## src/rtl/mem_port_arbiter_pkg.sv

```systemverilog
// Shared types for the memory port arbiter: FSM state encodings, owner
// encodings and the grant selection helper.
package mem_port_arbiter_pkg;

  localparam int ARB_STATE_LEN = 2;

  typedef enum logic [ARB_STATE_LEN-1:0] {
    ARB_IDLE   = 2'd0,
    ARB_ACCESS = 2'd1,
    ARB_DONE   = 2'd2
  } arb_state_t;

  typedef enum logic {
    ARB_OWN_IF = 1'b0,
    ARB_OWN_D  = 1'b1
  } arb_owner_t;

  // Chooses the port to grant. A lone request always wins. On contention,
  // round-robin hands the port to whoever did not own it last; fixed
  // priority always favours the data side.
  function automatic arb_owner_t pick_owner(input logic if_req,
                                            input logic d_req,
                                            input arb_owner_t last_owner,
                                            input logic rr_en);
    arb_owner_t owner;
    if (if_req && d_req) begin
      if (rr_en) owner = (last_owner == ARB_OWN_IF) ? ARB_OWN_D : ARB_OWN_IF;
      else       owner = ARB_OWN_D;
    end else if (d_req) begin
      owner = ARB_OWN_D;
    end else begin
      owner = ARB_OWN_IF;
    end
    return owner;
  endfunction

endpackage

```

## src/rtl/mem_port_arbiter_wait_counter.sv

```systemverilog
// Loadable down-counter that times the memory access phase. It stops at
// zero and flags when it gets there.
module arb_wait_counter #(
  parameter int CNT_LEN = 2
) (
  input  logic               clk,
  input  logic               rst,
  input  logic               load,
  input  logic [CNT_LEN-1:0] value,
  input  logic               dec,
  output logic               zero
);

  logic [CNT_LEN-1:0] count;

  // Load takes precedence; otherwise count down without wrapping below zero.
  always_ff @(posedge clk or negedge rst) begin
    if (!rst) begin
      count <= '0;
    end else if (load) begin
      count <= value;
    end else if (dec && (count != '0)) begin
      count <= count - 1'b1;
    end
  end

  assign zero = (count == '0);

endmodule

```

## src/rtl/mem_port_arbiter.sv

```systemverilog
// Shares one fixed-latency memory port between instruction fetch and data
// load/store. Each requester holds a level req until it sees a one-cycle
// done pulse. Define ARB_ROUND_ROBIN_EN to replace fixed data-first priority
// with alternating grants on contention.
module mem_port_arbiter
  import mem_port_arbiter_pkg::*;
#(
  parameter int ADDR_LEN    = 32,
  parameter int DATA_LEN    = 32,
  parameter int WAIT_CYCLES = 2
) (
  input  logic                clk,
  input  logic                rst,
  input  logic                if_req,
  input  logic [ADDR_LEN-1:0] if_addr,
  output logic                if_done,
  output logic [DATA_LEN-1:0] if_rdata,
  input  logic                d_req,
  input  logic                d_we,
  input  logic [ADDR_LEN-1:0] d_addr,
  input  logic [DATA_LEN-1:0] d_wdata,
  output logic                d_done,
  output logic [DATA_LEN-1:0] d_rdata,
  output logic                mem_en,
  output logic                mem_we,
  output logic [ADDR_LEN-1:0] mem_addr,
  output logic [DATA_LEN-1:0] mem_wdata,
  input  logic [DATA_LEN-1:0] mem_rdata,
  output logic                busy
);

  localparam int CNT_LEN = $clog2(WAIT_CYCLES + 1);
  localparam logic [CNT_LEN-1:0] CNT_LOAD = CNT_LEN'(WAIT_CYCLES - 1);

  arb_state_t          state;
  arb_owner_t          owner;
  arb_owner_t          grant_owner;
  logic                lat_we;
  logic [ADDR_LEN-1:0] lat_addr;
  logic [DATA_LEN-1:0] lat_wdata;
  logic [DATA_LEN-1:0] if_rdata_q;
  logic [DATA_LEN-1:0] d_rdata_q;
  logic                start;
  logic                cnt_dec;
  logic                cnt_zero;

  assign start   = (state == ARB_IDLE) && (if_req || d_req);
  assign cnt_dec = (state == ARB_ACCESS) && !cnt_zero;

`ifdef ARB_ROUND_ROBIN_EN
  arb_owner_t last_owner;

  // Remember who was granted last so contention alternates between ports.
  always_ff @(posedge clk or negedge rst) begin
    if (!rst) begin
      last_owner <= ARB_OWN_IF;
    end else if (start) begin
      last_owner <= grant_owner;
    end
  end

  assign grant_owner = pick_owner(if_req, d_req, last_owner, 1'b1);
`else
  assign grant_owner = pick_owner(if_req, d_req, ARB_OWN_IF, 1'b0);
`endif

  arb_wait_counter #(
    .CNT_LEN(CNT_LEN)
  ) u_wait (
    .clk  (clk),
    .rst  (rst),
    .load (start),
    .value(CNT_LOAD),
    .dec  (cnt_dec),
    .zero (cnt_zero)
  );

  // Transfer sequencer: latch the winner's request at grant, wait out the
  // memory latency, capture read data on the way out, then pulse done.
  always_ff @(posedge clk or negedge rst) begin
    if (!rst) begin
      state      <= ARB_IDLE;
      owner      <= ARB_OWN_IF;
      lat_we     <= 1'b0;
      lat_addr   <= '0;
      lat_wdata  <= '0;
      if_rdata_q <= '0;
      d_rdata_q  <= '0;
    end else begin
      case (state)
        ARB_IDLE: begin
          if (start) begin
            state <= ARB_ACCESS;
            owner <= grant_owner;
            if (grant_owner == ARB_OWN_D) begin
              lat_we    <= d_we;
              lat_addr  <= d_addr;
              lat_wdata <= d_wdata;
            end else begin
              lat_we    <= 1'b0;
              lat_addr  <= if_addr;
              lat_wdata <= '0;
            end
          end
        end
        ARB_ACCESS: begin
          if (cnt_zero) begin
            state <= ARB_DONE;
            if (!lat_we) begin
              if (owner == ARB_OWN_D) d_rdata_q  <= mem_rdata;
              else                    if_rdata_q <= mem_rdata;
            end
          end
        end
        ARB_DONE: begin
          state <= ARB_IDLE;
        end
        default: begin
          state <= ARB_IDLE;
        end
      endcase
    end
  end

  assign mem_en    = (state == ARB_ACCESS);
  assign mem_we    = mem_en && lat_we;
  assign mem_addr  = mem_en ? lat_addr : '0;
  assign mem_wdata = mem_en ? lat_wdata : '0;
  assign if_done   = (state == ARB_DONE) && (owner == ARB_OWN_IF);
  assign d_done    = (state == ARB_DONE) && (owner == ARB_OWN_D);
  assign if_rdata  = if_rdata_q;
  assign d_rdata   = d_rdata_q;
  assign busy      = (state != ARB_IDLE);

endmodule

```

## config.mk

```make
export PLATFORM = sky130hd
export DESIGN_NAME = mem_port_arbiter
export DESIGN_NICKNAME = d
export VERILOG_FILES = /design/src/rtl/mem_port_arbiter_pkg.sv /design/src/rtl/mem_port_arbiter_wait_counter.sv /design/src/rtl/mem_port_arbiter.sv
export SDC_FILE = /design/constraint.sdc
export NUM_CORES = 1
export LEC_CHECK = 0
export BUFFER_PORTS_ARGS = -buffer_cell sky130_fd_sc_hd__buf_4
export CAP_MARGIN = 20
export CORE_MARGIN = 2
export CORE_UTILIZATION = 47
export CTS_BUF_LIST = sky130_fd_sc_hd__clkbuf_8 sky130_fd_sc_hd__clkbuf_16
export CTS_CLUSTER_SIZE = 25
export DETAILED_ROUTE_END_ITERATION = 10
export GPL_ROUTABILITY_DRIVEN = 0
export PLACE_DENSITY = 0.8
export SLEW_MARGIN = 10
export SYNTH_ARGS = -nofsm -noshare
export SYNTH_HDL_FRONTEND = slang
export SYNTH_SLANG_ARGS = --single-unit
export TNS_END_PERCENT = 10
```

## constraint.sdc

```tcl
create_clock -name clk -period 1.9 [get_ports clk]
set_input_delay 0.38 -clock clk [delete_from_list [all_inputs] [get_ports clk]]
set_output_delay 0.38 -clock clk [all_outputs]
set_load 0.01 [all_outputs]
```

[Word level (Yosys, flattened, before mapping)]
Cells that the tools add are included.
Storage, ports and cells
  input bits: 133
  memories kept: 0
  bits in read-only memories: 0
  bits in registers: 134
  bits in writable memories: 0
  bits in latches: 0
Cells by class
  mux-type cells: 12
  reduce and logical (&&, ||, !) cells: 18
  add/subtract/negate cells: 1
  bitwise operators: 2
  shift operators: 0
  multiply operators: 0
  magnitude comparators: 0
  equality and inequality tests: 4
  divide/modulo/power cells: 0
Operators with widths (number)
  2-to-1 mux 32 bit: 4
  2-to-1 mux 2 bit: 4
  AND reduction 4 bit: 2
  logical AND 1 bit: 7
  nonzero test 2 bit: 3
  zero test 2 bit: 2
  one-hot mux 2 bit (2 select lines): 1
  AND reduction 2 bit: 2
  2-to-1 mux 1 bit: 3
  == test 2 x 1 -> 1 bit (second input constant): 1
  == test 2 bit (second input constant): 1
  inequality test 2 x 1 -> 1 bit (second input constant): 1
  inequality test 2 bit (second input constant): 1
  NOT 1 bit: 2
  subtractor 2 x 1 -> 2 bit (second input constant): 1
  zero test 1 bit: 1
  logical OR 1 bit: 1

[Logic depth before layout (Yosys ltp)]
  depth after elaboration: 6
  gate-level depth with buffers: 6

[Modules after synthesis]
A second synthesis with hierarchy kept.
Second synthesis, totals
  cell total of the unflattened synthesis: 416
  area total of the unflattened synthesis: 5860.6 µm²
Modules (own cells, without submodules)
  mem_port_arbiter: area each 5728.0 µm², instances 1, cells an instance 403
  arb_wait_counter: area each 132.6 µm², instances 1, cells an instance 13

[Least setup slack after synthesis]
OpenSTA, ideal clock, no wires.
  path type: reg2out
  start: reg state[1]
  end: out mem_addr[23]
  stages on the path, launching flop included: 5
  setup slack: 0.322 ns
  required time: 1.520 ns
  arrival: 1.198 ns
  path through: dfrtp_1 -> nor2b_4 -> clkbuf_1 -> clkbuf_1 -> and2_1
On the way
  word-level cells in the longest chain between the ends: 2
Ends and longest elaborated chain
  start: declaration: RTL line mem_port_arbiter.sv:35  | arb_state_t state;
  start signal: assignment: RTL line mem_port_arbiter.sv:82  | state <= ARB_IDLE;
  start signal: assignment: RTL line mem_port_arbiter.sv:93  | state <= ARB_ACCESS;
  start signal: assignment: RTL line mem_port_arbiter.sv:108  | state <= ARB_DONE;
  == test 2 x 1 -> 1 bit: RTL line mem_port_arbiter.sv:125  | assign mem_en = (state == ARB_ACCESS);
  2-to-1 mux 32 bit: RTL line mem_port_arbiter.sv:127  | assign mem_addr = mem_en ? lat_addr : '0;
  end: declaration: RTL line mem_port_arbiter.sv:26  | output logic [ADDR_LEN-1:0] mem_addr,
No other way between the ends.

[Final worst setup path]
  start: reg state[1]
  end: out mem_wdata[7]
On the way
  word-level cells in the longest chain between the ends: 2
Ends and longest elaborated chain
  == test 2 x 1 -> 1 bit: RTL line mem_port_arbiter.sv:125
  2-to-1 mux 32 bit: RTL line mem_port_arbiter.sv:128  | assign mem_wdata = mem_en ? lat_wdata : '0;
  end: declaration: RTL line mem_port_arbiter.sv:27  | output logic [DATA_LEN-1:0] mem_wdata,
No other way between the ends.

==> run_results.csv <==
group,metric,value,unit
synth,syn-num-nets,585,
routing,postRouteAntennaNets,0,
floorplanning,die_w,116,um
global_route,grt_first_pass_wirelength,23.6,mm
synth,ys_seq_elements,134,
placement,place.detailed.hpwl,11.0,mm
power,leakage,4.41,nW
routing,wl,15.8,mm
cells_and_area,area_growth,50.5,%
worst_setup_path,cpPeakStageDelay,0.44,ns
sta,rsz0062_at_grt,"true",
synth,seq_area_frac_synth,57.1,%
synth,synth-main-ff-cell,"dfrtp_1",
synth,netlist_area,0.00588,mm2
synth,syn_inst,450,
sta,fin_setup_tns,-0.470,ns
worst_setup_path,crit-reg2reg-launch,"state[1]$_DFFE_PN0P_",
clock_tree,cts_root_buf,"clkbuf_16",
sta,hold_violations,0,
sta,clock-skew-final,0.00763,ns
flow_run,drv_cap,0,
placement,port_buffers,265,
global_route,grt_overflow,0,
synth,synth_area_leaders,"dfrtp_1 57%, mux2_4 7.7%, and2_1 7.1%",
routing,viasPerCell,5.09,
synth,synthArstFlopShare,100,%
power,ir_drop,0.000765,V
sta,min_period,1.93,ns
worst_setup_path,path_cells,"nor2b_4, buf_12, buf_12, and2_1, buf_4",
sta,setup_slack,-0.0308,ns
floorplanning,start_util,48.5,%
worst_setup_path,cp_common_cell,"buf_12",
worst_setup_path,crit_type,"reg2out",
clock_tree,cts.path.max_buffers,2,
synth,synth.most_common_cell,"dfrtp_1",
worst_setup_path,cp-endpoint,"mem_wdata[7]",
power,totalPowerFinal,15.2,mW
global_route,grt_pass1_vias,4622,
sta,tightestPinTransition,0.457,ns
synth,synth_top_cell_area_share,57.1,%
global_route,grt_usage,23.0,%
worst_setup_path,crit_required,1.52,ns
clock_tree,htree_levels,4,
cells_and_area,nNetsFinal,854,
worst_setup_path,worstSetupEndpointType,"output pin",
cells_and_area,drive_gt1_share,53.6,%
synth,synth-edff-count,0,
routing,post_drt_wl_per_cell,17.6,um
worst_setup_path,critPathTopFamily,"flip-flops",
sta,finalSetupViolCount,35,
sta,drv_slew,0,
synth,ys_top_cells_by_count,"134 x dfrtp_1, 67 x and2_1, 60 x o21ai_0, 33 x a22o_1, 32 x mux2i_1",
worst_setup_path,arrival,1.55,ns
clock_tree,cts_tree,"done",
clock_tree,path_clk_slew,0.06,ns
status,violations,"setup timing",
worst_setup_path,cp_num_cells,5,
clock_tree,cts_buffers,17,
worst_setup_path,worst-path-max-fanout,24,
sta,clock.fmax,518,MHz
floorplanning,die_h,116,um
worst_setup_path,r2r_slack,0.06,ns
sta,period_share,102,%
cells_and_area,fillers,849,
placement,dp.cells,862,
worst_setup_path,critical_path.slowest_cell,"dfrtp_2",
status,outcome,"complete, but fails checks",
cells_and_area,stdcell_count,899,
routing,drtIter0Drc,259,
floorplanning,ios,266,
clock_tree,clk_latency,0.41,ns
synth,syn_avg_cell_area,13.1,um2
clock_tree,cts.sink_count,134,
worst_setup_path,cp-startpoint,"state[1]$_DFFE_PN0P_",
power,pwr_density_cell,1720,mW/mm2
global_route,antenna_found_initial,0,
global_route,grt_max_degree,59,
synth,yosysWarnings,0,
worst_setup_path,startpoint_type,"flip-flop",
floorplanning,dieArea,0.0134,mm2
floorplanning,core_area,0.0121,mm2
routing,vias,4577,
sta,max_slew_margin,69.5,%
synth,synth.largest_area_cell,"dfrtp_1",
floorplanning,num_rows,40,
worst_setup_path,critical_path_buf_inv_count,3,
synth,ys_types,27,
routing,drcViolationCount,0,
worst_setup_path,r2r_end,"if_rdata[31]$_DFFE_PN0P_",
cells_and_area,diodes,0,
worst_setup_path,rr_worst_depth,6,
routing,firstDrtPassIters,4,
min_path,min_path_type,"in2reg",
timing repair:
item | in CTS | in global routing
setup endpoints to repair | 66 | 66
gates resized for setup | 4 | 29
hold buffers | 1 | 0
hold endpoints to repair | 21 | 0
buffers inserted | 1 | 2
pin swaps | 0 | 6
cloned | 0 | 2
per-stage QoR:
| step | utilization (%) | worst slack (ns) | cell area (um2) | hold slack, ns |
|---|---|---|---|---|
| 3_5_place_dp | 66.8 | 0.215 | 8090 | 0.248 |
| 4_1_cts | 71.6 | -0.0540 | 8670 | 0.171 |
| 5_1_grt | 73.0 | -0.0910 | 8840 | 0.174 |
| 3_3_place_gp | 66.8 | 0.260 | 8090 | 0.246 |
| 2_1_floorplan | - | 0.322 | 5880 | 0.0844 |
| 6_report | 73.0 | -0.0308 | 8840 | 0.189 |
power breakdown:
part           internal, mW  switching, mW
Combinational          4.09           3.08
Sequential             4.24          0.771
Clock                  1.87           1.14
kinds of logic (layout without fill, tap and decap cells):
kind of cell / Yosys count / in the layout / synth area share, %
compound gates: 100 / 100 / 10.7
simple gates: 79 / 79 / 8.66
flops: 134 / 134 / 57.1
xor+xnor: 1 / 1 / 0.149
buf+inv: 38 / 319 / 3.36
fa+ha+maj: 2 / 2 / 0.426
mux: 96 / 96 / 19.6
state kept, by name, summed over array words and instances (netlist names):
register / cells
if_rdata: 32
d_rdata: 32
owner: 1
u_wait.count: 2
lat_addr: 32
lat_we: 1
state: 2
lat_wdata: 32
metal layers:
metal,vias to the layer above,part of all wire (%),track usage [%]
li1,2128,-,-
met4,0,1.5,8.10
met5,-,0,0
met1,2222,40,28.5
met2,208,50,38.4
met3,19,8.3,7.22
cells in the final DEF (no fill, tap or decap), drive strengths merged:
| cell | count |
|---|---|
| nand2 | 1 |
| or2 | 1 |
| inv | 5 |
| nor3b | 2 |
| dlygate4sd3 | 1 |
| a211oi | 1 |
| a22o | 33 |
| a21o | 1 |
| mux2 | 64 |
| mux2i | 32 |
| nand4b | 1 |
| and3b | 1 |
| clkinvlp | 3 |
| bufinv | 1 |
| clkbuf | 22 |
| ha | 2 |
| nor2 | 4 |
| and2 | 67 |
| buf | 282 |
| xnor2 | 1 |
| clkinv | 5 |
| and4bb | 1 |
| o21ai | 65 |
| dfrtp | 134 |
| nor2b | 1 |
final cells by class:
class,count,area (um2),share of cell area (%)
inverter,3,13.8,0.156
tap,168,210,2.38
clock inverter,11,85.1,0.962
multi-input combinational,278,2370,26.8
clock buffer,20,467,5.28
sequential,134,3350,37.9
timing repair buffer,285,2340,26.4
worst min path at each step:
| stage | from | endpoint | slack, ns | depth (start not counted) |
|---|---|---|---|---|
| 6_report | d_wdata[28] | lat_wdata[28]$_DFFE_PN0P_ | 0.19 | 2 |
| 4_1_cts | d_wdata[26] | lat_wdata[26]$_DFFE_PN0P_ | 0.17 | 2 |
| 5_1_grt | d_wdata[0] | lat_wdata[0]$_DFFE_PN0P_ | 0.17 | 2 |
| 2_1_floorplan | rst | d_rdata[0]$_DFFE_PN0P_ | 0.08 | 0 |
| 3_5_place_dp | rst | d_rdata[2]$_DFFE_PN0P_ | 0.25 | 1 |
| 3_3_place_gp | rst | d_rdata[2]$_DFFE_PN0P_ | 0.25 | 1 |
No activity file was read; power rests on OpenSTA's default activity.
